<file path="src/rtl/mem_loader_if.sv">
// Loader bus bundle: UART byte strobe in, datamemory write port and status out.
// Latency: none, wires only.
// Backpressure: none. rx_valid is a strobe, and the write port is fire-and-forget.
//
// Signals:
//   rx_valid/rx_data        byte strobe from the UART receiver
//   mem_write_en/addr/datain  datamemory write port
//   busy/done/err           frame status toward the processor
interface mem_loader_if #(
    parameter int N = 16
);
    logic         rx_valid;
    logic [7:0]   rx_data;
    logic         mem_write_en;
    logic [N-1:0] mem_addr;
    logic [N-1:0] mem_datain;
    logic         busy;
    logic         done;
    logic         err;

    // master: the loader itself
    modport master (
        input  rx_valid, rx_data,
        output mem_write_en, mem_addr, mem_datain, busy, done, err
    );

    // slave: byte source plus memory/processor side
    modport slave (
        output rx_valid, rx_data,
        input  mem_write_en, mem_addr, mem_datain, busy, done, err
    );
endinterface

</file>
<file path="src/rtl/mem_loader.sv">
// Byte-stream loader: parses ADDR_HI, ADDR_LO, CNT_HI, CNT_LO, then CNT data bytes into datamemory writes.
// Latency: each data byte is written 1 cycle after it is accepted. done coincides with the last write.
// Backpressure: none. Every rx_valid strobe is accepted. An idle gap of TIMEOUT cycles inside a frame aborts it with err.
//
// Ports:
//   i_clk   system clock, posedge
//   i_rst   synchronous active-high reset
//   io_bus  mem_loader_if.master carrying the rx strobe, the datamemory write port, and busy/done/err
module mem_loader #(
    parameter int N       = 16,
    parameter int TIMEOUT = 50000000
) (
    input  logic         i_clk,
    input  logic         i_rst,
    mem_loader_if.master io_bus
);
    localparam int TW = $clog2(TIMEOUT + 1);

    typedef enum logic [2:0] {
        S_ADDR_HI,
        S_ADDR_LO,
        S_CNT_HI,
        S_CNT_LO,
        S_DATA
    } state_t;

    state_t        r_state;
    state_t        w_state_nxt;

    logic [15:0]   r_base;
    logic [15:0]   r_cnt;
    logic [15:0]   r_idx;
    logic [TW-1:0] r_timer;

    logic          r_write_en;
    logic [N-1:0]  r_addr;
    logic [N-1:0]  r_datain;
    logic          r_busy;
    logic          r_done;
    logic          r_err;

    logic          w_acc;
    logic          w_tmo;
    logic          w_cnt_zero;
    logic          w_last;
    logic [N-1:0]  w_addr_nxt;
    logic          w_write_en_nxt;
    logic          w_done_nxt;
    logic          w_err_nxt;
    logic          w_busy_nxt;

    assign w_acc      = io_bus.rx_valid;
    // A byte arriving on the would-be timeout cycle wins, so the timeout needs rx_valid low.
    assign w_tmo      = (r_state != S_ADDR_HI) && !w_acc && (r_timer == TW'(TIMEOUT - 1));
    assign w_cnt_zero = ({r_cnt[15:8], io_bus.rx_data} == 16'd0);
    assign w_last     = (r_idx == r_cnt - 16'd1);
    // Computed at memory width so the address wraps modulo 2^N.
    assign w_addr_nxt = N'(r_base) + N'(r_idx);

    // State register
    always_ff @(posedge i_clk) begin
        if (i_rst) begin
            r_state <= S_ADDR_HI;
        end else begin
            r_state <= w_state_nxt;
        end
    end

    // Next-state logic
    always_comb begin
        w_state_nxt = r_state;
        if (w_tmo) begin
            w_state_nxt = S_ADDR_HI;
        end else if (w_acc) begin
            case (r_state)
                S_ADDR_HI: w_state_nxt = S_ADDR_LO;
                S_ADDR_LO: w_state_nxt = S_CNT_HI;
                S_CNT_HI:  w_state_nxt = S_CNT_LO;
                S_CNT_LO:  w_state_nxt = w_cnt_zero ? S_ADDR_HI : S_DATA;
                S_DATA:    w_state_nxt = w_last ? S_ADDR_HI : S_DATA;
                default:   w_state_nxt = S_ADDR_HI;
            endcase
        end
    end

    // Output decode. These are next-cycle values and are registered below.
    always_comb begin
        w_write_en_nxt = 1'b0;
        w_done_nxt     = 1'b0;
        w_err_nxt      = w_tmo;
        if (w_acc) begin
            case (r_state)
                S_CNT_LO: w_done_nxt = w_cnt_zero;
                S_DATA: begin
                    w_write_en_nxt = 1'b1;
                    w_done_nxt     = w_last;
                end
                default: ;
            endcase
        end
        // Busy covers every state except the idle header wait. It drops with done/err.
        w_busy_nxt = (w_state_nxt != S_ADDR_HI);
    end

    // Frame bookkeeping: header latches, data index, idle timer
    always_ff @(posedge i_clk) begin
        if (i_rst) begin
            r_base  <= '0;
            r_cnt   <= '0;
            r_idx   <= '0;
            r_timer <= '0;
        end else begin
            if (w_acc) begin
                case (r_state)
                    S_ADDR_HI: begin
                        r_base[15:8] <= io_bus.rx_data;
                        r_idx        <= '0;
                    end
                    S_ADDR_LO: r_base[7:0] <= io_bus.rx_data;
                    S_CNT_HI:  r_cnt[15:8] <= io_bus.rx_data;
                    S_CNT_LO:  r_cnt[7:0]  <= io_bus.rx_data;
                    S_DATA:    r_idx       <= r_idx + 16'd1;
                    default: ;
                endcase
            end
            if ((r_state == S_ADDR_HI) || w_acc || w_tmo) begin
                r_timer <= '0;
            end else begin
                r_timer <= r_timer + TW'(1);
            end
        end
    end

    // Registered outputs. Address and data hold between writes.
    always_ff @(posedge i_clk) begin
        if (i_rst) begin
            r_write_en <= 1'b0;
            r_addr     <= '0;
            r_datain   <= '0;
            r_busy     <= 1'b0;
            r_done     <= 1'b0;
            r_err      <= 1'b0;
        end else begin
            r_write_en <= w_write_en_nxt;
            r_busy     <= w_busy_nxt;
            r_done     <= w_done_nxt;
            r_err      <= w_err_nxt;
            if (w_write_en_nxt) begin
                r_addr   <= w_addr_nxt;
                r_datain <= N'(io_bus.rx_data);
            end
        end
    end

    assign io_bus.mem_write_en = r_write_en;
    assign io_bus.mem_addr     = r_addr;
    assign io_bus.mem_datain   = r_datain;
    assign io_bus.busy         = r_busy;
    assign io_bus.done         = r_done;
    assign io_bus.err          = r_err;
endmodule
</file>
<file path="src/flat_wrapper.sv">
// flat-port wrapper written by rule: the top's interface ports become plain ports
module mem_loader_flat 
#(
    parameter int N       = 16,
    parameter int TIMEOUT = 50000000
)
  (i_clk, i_rst, io_bus_rx_valid, io_bus_rx_data, io_bus_mem_write_en, io_bus_mem_addr, io_bus_mem_datain, io_bus_busy, io_bus_done, io_bus_err);
  mem_loader_if #(.N(N)) io_bus_i ();
  input  logic i_clk;
  input  logic i_rst;
  input wire logic [$bits(io_bus_i.rx_valid)-1:0] io_bus_rx_valid;
  input wire logic [$bits(io_bus_i.rx_data)-1:0] io_bus_rx_data;
  output wire logic [$bits(io_bus_i.mem_write_en)-1:0] io_bus_mem_write_en;
  output wire logic [$bits(io_bus_i.mem_addr)-1:0] io_bus_mem_addr;
  output wire logic [$bits(io_bus_i.mem_datain)-1:0] io_bus_mem_datain;
  output wire logic [$bits(io_bus_i.busy)-1:0] io_bus_busy;
  output wire logic [$bits(io_bus_i.done)-1:0] io_bus_done;
  output wire logic [$bits(io_bus_i.err)-1:0] io_bus_err;
  assign io_bus_i.rx_valid = io_bus_rx_valid;
  assign io_bus_i.rx_data = io_bus_rx_data;
  assign io_bus_mem_write_en = io_bus_i.mem_write_en;
  assign io_bus_mem_addr = io_bus_i.mem_addr;
  assign io_bus_mem_datain = io_bus_i.mem_datain;
  assign io_bus_busy = io_bus_i.busy;
  assign io_bus_done = io_bus_i.done;
  assign io_bus_err = io_bus_i.err;
  mem_loader #(.N(N), .TIMEOUT(TIMEOUT)) u_core (.i_clk(i_clk), .i_rst(i_rst), .io_bus(io_bus_i));
endmodule
</file>
<file path="config.mk">
export PLATFORM = sky130hd
export DESIGN_NAME = mem_loader_flat
export DESIGN_NICKNAME = d
export VERILOG_FILES = /design/src/rtl/mem_loader_if.sv /design/src/rtl/mem_loader.sv /design/src/flat_wrapper.sv
export SDC_FILE = /design/constraint.sdc
export NUM_CORES = 1
export LEC_CHECK = 0
export CAP_MARGIN = 15
export CORE_AREA = 2 2 105 107
export CTS_CLUSTER_SIZE = 10
export DETAILED_ROUTE_END_ITERATION = 10
export DIE_AREA = 0 0 107 109
export PLACE_DENSITY = 0.74
export SLEW_MARGIN = 20
export SYNTH_ARGS = -nofsm -noshare
export SYNTH_HDL_FRONTEND = slang
export SYNTH_SLANG_ARGS = --single-unit
export TNS_END_PERCENT = 10
</file>
<file path="constraint.sdc">
create_clock -name i_clk -period 2.7 [get_ports i_clk]
set_clock_uncertainty 0.05 [all_clocks]
set_input_delay 0.54 -clock i_clk [delete_from_list [all_inputs] [get_ports i_clk]]
set_output_delay 0.54 -clock i_clk [all_outputs]
set_load 0.005 [all_outputs]
</file>
== After elaboration in Yosys (flattened, before gate mapping) ==
Cells that the tools add are included.
Storage, ports and cells
  register bits: 105
  input port bits: 11
  output and inout port bits: 36
  word-level logic and storage cells: 50
Cells by class
  $add $sub $neg: 4
  equal/unequal tests: 6
  muxes and demuxes: 9
  bitwise gates (word level): 1
  reductions and logical operators: 17
Operators with widths (count)
  16-bit case mux with 2 select lines: 1
  26-bit by 1-bit adder with 26-bit output, second input constant: 1
  26-bit == test, second input constant: 1
  16-bit by 1-bit adder with 16-bit output, second input constant: 1
  16-bit adder: 1
  16-bit == test: 1
  16-bit logical NOT: 1
  16-bit by 1-bit subtractor with 16-bit output, second input constant: 1
  3-bit case mux with 5 select lines: 1
  3-bit two-way mux: 4
  2-bit AND reduction: 5
  3-bit by 2-bit == test with 1-bit output, second input constant: 2
  3-bit nonzero test: 2
  2-bit OR reduction: 2
  3-bit by 1-bit == test with 1-bit output, second input constant: 1
  3-bit == test, second input constant: 1
  3-bit logical NOT: 1
  1-bit logical AND: 2
  1-bit logical OR: 2
  1-bit two-way mux: 2
  1-bit case mux with 2 select lines: 1
  2-bit nonzero test: 1
  1-bit logical NOT: 1
  1-bit inverter: 1

== Logic depth before layout (Yosys ltp) ==
  word-level depth: 7
  depth in mapped cells: 10
  mapped depth without buffers: 10

== Worst setup path after synthesis ==
Ideal clock, no wire load.
  path type: register to register
  start: reg u_core.r_cnt[0]
  end: reg u_core.r_done (netlist: u_core.io_bus.done)
  library setup time: 0.065 ns
  data arrival time: 2.514 ns
  required time: 2.585 ns
  path slack: 0.071 ns
  stages on the path, launching flop included: 11
  buffers on the path: 1
  clock period less this slack: 2.629 ns
  cell sequence: dfxtp_1 -> inv_1 -> ha_1 -> buf_2 -> or4b_2 -> or3_2 -> and3_1 -> a2111oi_2 -> nand4_1 -> o22a_1 -> nor2_1
Between the ends
  cells in the longest elaborated chain, start to end: 3
RTL lines
  from (decl): RTL line mem_loader.sv:31  | logic [15:0] r_cnt;
  from (signal assigned): RTL line mem_loader.sv:121  | S_CNT_LO: r_cnt[7:0] <= io_bus.rx_data;
  16-bit by 1-bit subtractor with 16-bit output: RTL line mem_loader.sv:56  | assign w_last = (r_idx == r_cnt - 16'd1);
  16-bit == test: RTL line mem_loader.sv:56
  1-bit case mux with 2 select lines: RTL line mem_loader.sv:92  | case (r_state)
  to (signal assigned): RTL line mem_loader.sv:146  | r_done <= w_done_nxt;
  to (decl): RTL line mem_loader.sv:39  | logic r_done;
Every way passes these cells.
A chain may end at the register's enable or synchronous reset.

== Worst setup path in the final report ==
  start: reg u_core.r_cnt[8]
  end: reg u_core.r_busy (netlist: u_core.io_bus.busy)
Between the ends
  cells in the longest elaborated chain, start to end: 7
  elaborated cells between the ends (all ways): 9
  classes of those cells: add/sub (1); eq/ne (1); mux (5); reduce/logical (2)
RTL lines
  from (signal assigned): RTL line mem_loader.sv:120  | S_CNT_HI: r_cnt[15:8] <= io_bus.rx_data;
  16-bit by 1-bit subtractor with 16-bit output: RTL line mem_loader.sv:56
  16-bit == test: RTL line mem_loader.sv:56
  3-bit two-way mux: RTL line mem_loader.sv:80  | S_DATA: w_state_nxt = w_last ? S_ADDR_HI : S_DATA;
  3-bit case mux with 5 select lines *: RTL line mem_loader.sv:75  | case (r_state)
  3-bit two-way mux *: RTL line mem_loader.sv:74  | end else if (w_acc) begin
  3-bit two-way mux *: RTL line mem_loader.sv:72  | if (w_tmo) begin
  3-bit nonzero test *: RTL line mem_loader.sv:102  | w_busy_nxt = (w_state_nxt != S_ADDR_HI);
  to (signal assigned): RTL line mem_loader.sv:145  | r_busy <= w_busy_nxt;
  to (decl): RTL line mem_loader.sv:38  | logic r_busy;
Every way passes the cells marked *; elsewhere a longest branch is shown, timed or not.

==> results.md <==
- Crit path arrival time: between 2 and 3 ns
- Final worst-path cycle share: 0.9688
- Final Hold Vio Count: 0
- Dpl cells: roughly 850
- CTS tree: built
- GRT Total Usage: 0.2498
- CTS root buffer: clkbuf_8
- Synth Flop Type: dfxtp_1
- RePlAce Congestion: ~0.95
- Period minus WS final: about 2.6 ns
- Antenna fix cells: 0
- Mapped Area: around 5300 µm²
- Synth top area cells: dfxtp_1 (40%), nand2_1 (8.8%), a21oi_1 (6.3%)
- Post-route DRC: 0
- DRT iter0 DRCs: about 430
- Core region area: 10600 µm²
- Std cell rows: 38
- CP endpoint kind: flip-flop
- CTS Buffer Depth: 2
- First-pass GRT wire length: approximately 23000 µm
- Post-synthesis sequential area ratio: 0.3961
- Final Non-Filler Cells: approximately 860
- Starting Density: 0.5005
- Detail Route Antenna Nets: 0
- Die area: between 10000 and 15000 µm²
- Yosys warns: 0
- Post-CTS setup buffers: 0
- Worst EP required: 2.91 ns
- Number of flops mapped to enable cells by yosys: 0
- Critical path launch point type: flip-flop
- RSZ-0062 raised after global routing: false
- Status: complete, no violations
- DR vias: 4925
- Core Util, Final: 0.5858
- Die W: 107 µm
- Max-Cap Viols: 0
- Mapped Cells: 664
- CTS resizes: 0
- Worst-path clk slew: roughly 0.10 ns
- Dominant cell type by area after synthesis: dfxtp_1
- Fmax: 382.3 MHz
- Leakage: 2.291 nW
- Gr ovfl total: 0
- Avg Cell Area, Syn: ~8.0 µm²
- Synth Register Bits: about 110
- Pwr Density: approximately 470 nW/µm²
- CTS sink count: ~110
- Largest net degree at the start of global routing: 32
- I/O pin cnt: 47
- Hold Path Class: reg2reg
- Detailed Place HPWL: 10230 µm
- Fin. max-slew vios: 0
- Pre-Repair DR Iteration Count: 5
- Final setup viols: 0
- Initial antenna violation count: 0
- Layout area overhead: 17.05%
- Crit Path Class: reg2reg
- Final #Nets: 750
- Worst slew margin: 0.6277
- I/O Buffers: 38
- Max VDD drop: a little over 300 µV
- CTS HTree Levels: 3
- Die Span Y: about 110 µm
- Netlist cell types: 58
- Total CTS buffers: 9
- Vias per cell: approximately 5.7
- Worst slew pin tran: between 0.5 and 0.6 ns
- Final TNS setup: 0 ns
- Share of cells above drive strength 1: 0.07873
- Post-synth top area share: 0.3961
- WL/cell: 16.04 µm
- Worst-Skew Late Latency: 0.39 ns
- Crit path max fanout: 3
- Cts hold-fix bufs: 0
- Vias in the first global route: between 4000 and 5000
- Async SR Flop Fraction: 0
- Routed WL: ~14000 µm
==> layout by cell type, fill, tap and decap left out, drive strengths merged, types with 3 or more instances in the layout <==
| cell type | n |
|---|---|
| o21a | 6 |
| clkbuf | 9 |
| xnor2 | 27 |
| nand3b | 4 |
| nor3 | 14 |
| xor2 | 36 |
| clkdlybuf4s50 | 37 |
| conb | 8 |
| inv | 11 |
| and3 | 12 |
| nand3 | 18 |
| nor4 | 7 |
| a211oi | 6 |
| or3 | 10 |
| buf | 33 |
| a21o | 5 |
| nor2b | 5 |
| a21oi | 67 |
| nand2 | 125 |
| or4 | 5 |
| nand2b | 4 |
| ha | 18 |
| dfxtp | 105 |
| and2 | 3 |
| o211ai | 3 |
| o21ai | 14 |
| nand4 | 9 |
| nor2 | 77 |
| a31oi | 8 |
==> where the power goes <==
part           switching, W  internal (W)  total [W]
Sequential        0.0000147       0.00157    0.00158
Combinational      0.000145     0.0000907   0.000236
Clock              0.000561      0.000522    0.00108
==> worst paths after layout <==
check,to,slack (ns),cells past startpoint,startpoint
min,u_core.io_bus.mem_addr[7],0.41,2,u_core.io_bus.mem_addr[7]
max,u_core.io_bus.busy,0.08,7,u_core.r_cnt[8]
max reg2reg,u_core.io_bus.busy,0.08,7,u_core.r_cnt[8]
min reg2reg,u_core.io_bus.mem_addr[7],0.41,2,u_core.io_bus.mem_addr[7]
==> per-stage QoR <==
step	setup WS, ns	power (W)	cell area, µm²	hold slack (ns)
2_1_floorplan	0.07095	0.001754	5333	0.3802
5_1_grt	0.002302	0.003014	6211	0.4284
3_5_place_dp	0.1036	0.001848	5982	0.3992
6_report	0.08411	0.002901	6211	0.4063
4_1_cts	0.05891	0.002919	6198	0.4139
3_3_place_gp	0.1676	0.001841	5982	0.3917
==> kinds of logic (layout without fill, tap and decap cells) <==
kind of cell             after synthesis  count (layout)  share of synthesized area
adder cells (fa/ha/maj)               19              19                    0.04622
XOR/XNOR                              64              64                     0.1082
AO/OA/AOI/OAI                        129             129                     0.1486
buffers and inverters                 42              95                    0.03608
other                                  1               8                  0.0007067
AND/OR/NAND/NOR                      303             303                     0.2622
multiplexers                           1               1                   0.001886
flip-flops                           105             105                     0.3961
==> cells in the mapped netlist, types with 6 or more instances <==
cell / count
a211oi_1: 6
a21oi_1: 67
a31oi_1: 8
and3_1: 12
buf_4: 8
clkbuf_1: 20
dfxtp_1: 105
ha_1: 18
inv_1: 10
nand2_1: 125
nand3_1: 18
nand4_1: 9
nor2_1: 77
nor3_1: 14
nor4_1: 7
o21a_1: 6
o21ai_0: 14
or3_1: 7
xnor2_1: 27
xor2_1: 36
==> flip-flops by register name, indices dropped and copies added, names as in the netlist <==
name	cells
u_core.io_bus.busy	1
u_core.io_bus.done	1
u_core.io_bus.err	1
u_core.io_bus.mem_addr	16
u_core.io_bus.mem_datain	8
u_core.io_bus.mem_write_en	1
u_core.r_base	16
u_core.r_cnt	16
u_core.r_idx	16
u_core.r_state	3
u_core.r_timer	26
==> critical path, cell delays in order, from the launching register on <==
cell and delay [ns]:
dfxtp_1 0.33, or4_4 0.53, or3_1 0.35, a2111o_1 0.42, a2111oi_2 0.36, nand4_1 0.21
nand4b_1 0.14, a31oi_1 0.09
==> metal layers <==
layer / wire length, µm / global-route usage / vias to the layer above
li1: - / - / 2391
met1: 5657 / 0.2883 / 2329
met2: 6994 / 0.4440 / 170
met3: 726 / 0.03885 / 35
met4: 480 / 0.1373 / 0
met5: 0 / 0 / -
==> area by class of cell <==
cell class | count | area (µm²)
Multi-Input combinational cell | 524 | 3049
Clock buffer | 9 | 123.9
Tap cell | 140 | 175.2
Fill cell | 919 | 4392
Inverter | 10 | 37.54
Timing Repair Buffer | 70 | 628.1
Sequential cell | 105 | 2105
Clock inverter | 6 | 92.59
No activity file was read; power rests on OpenSTA's default activity.
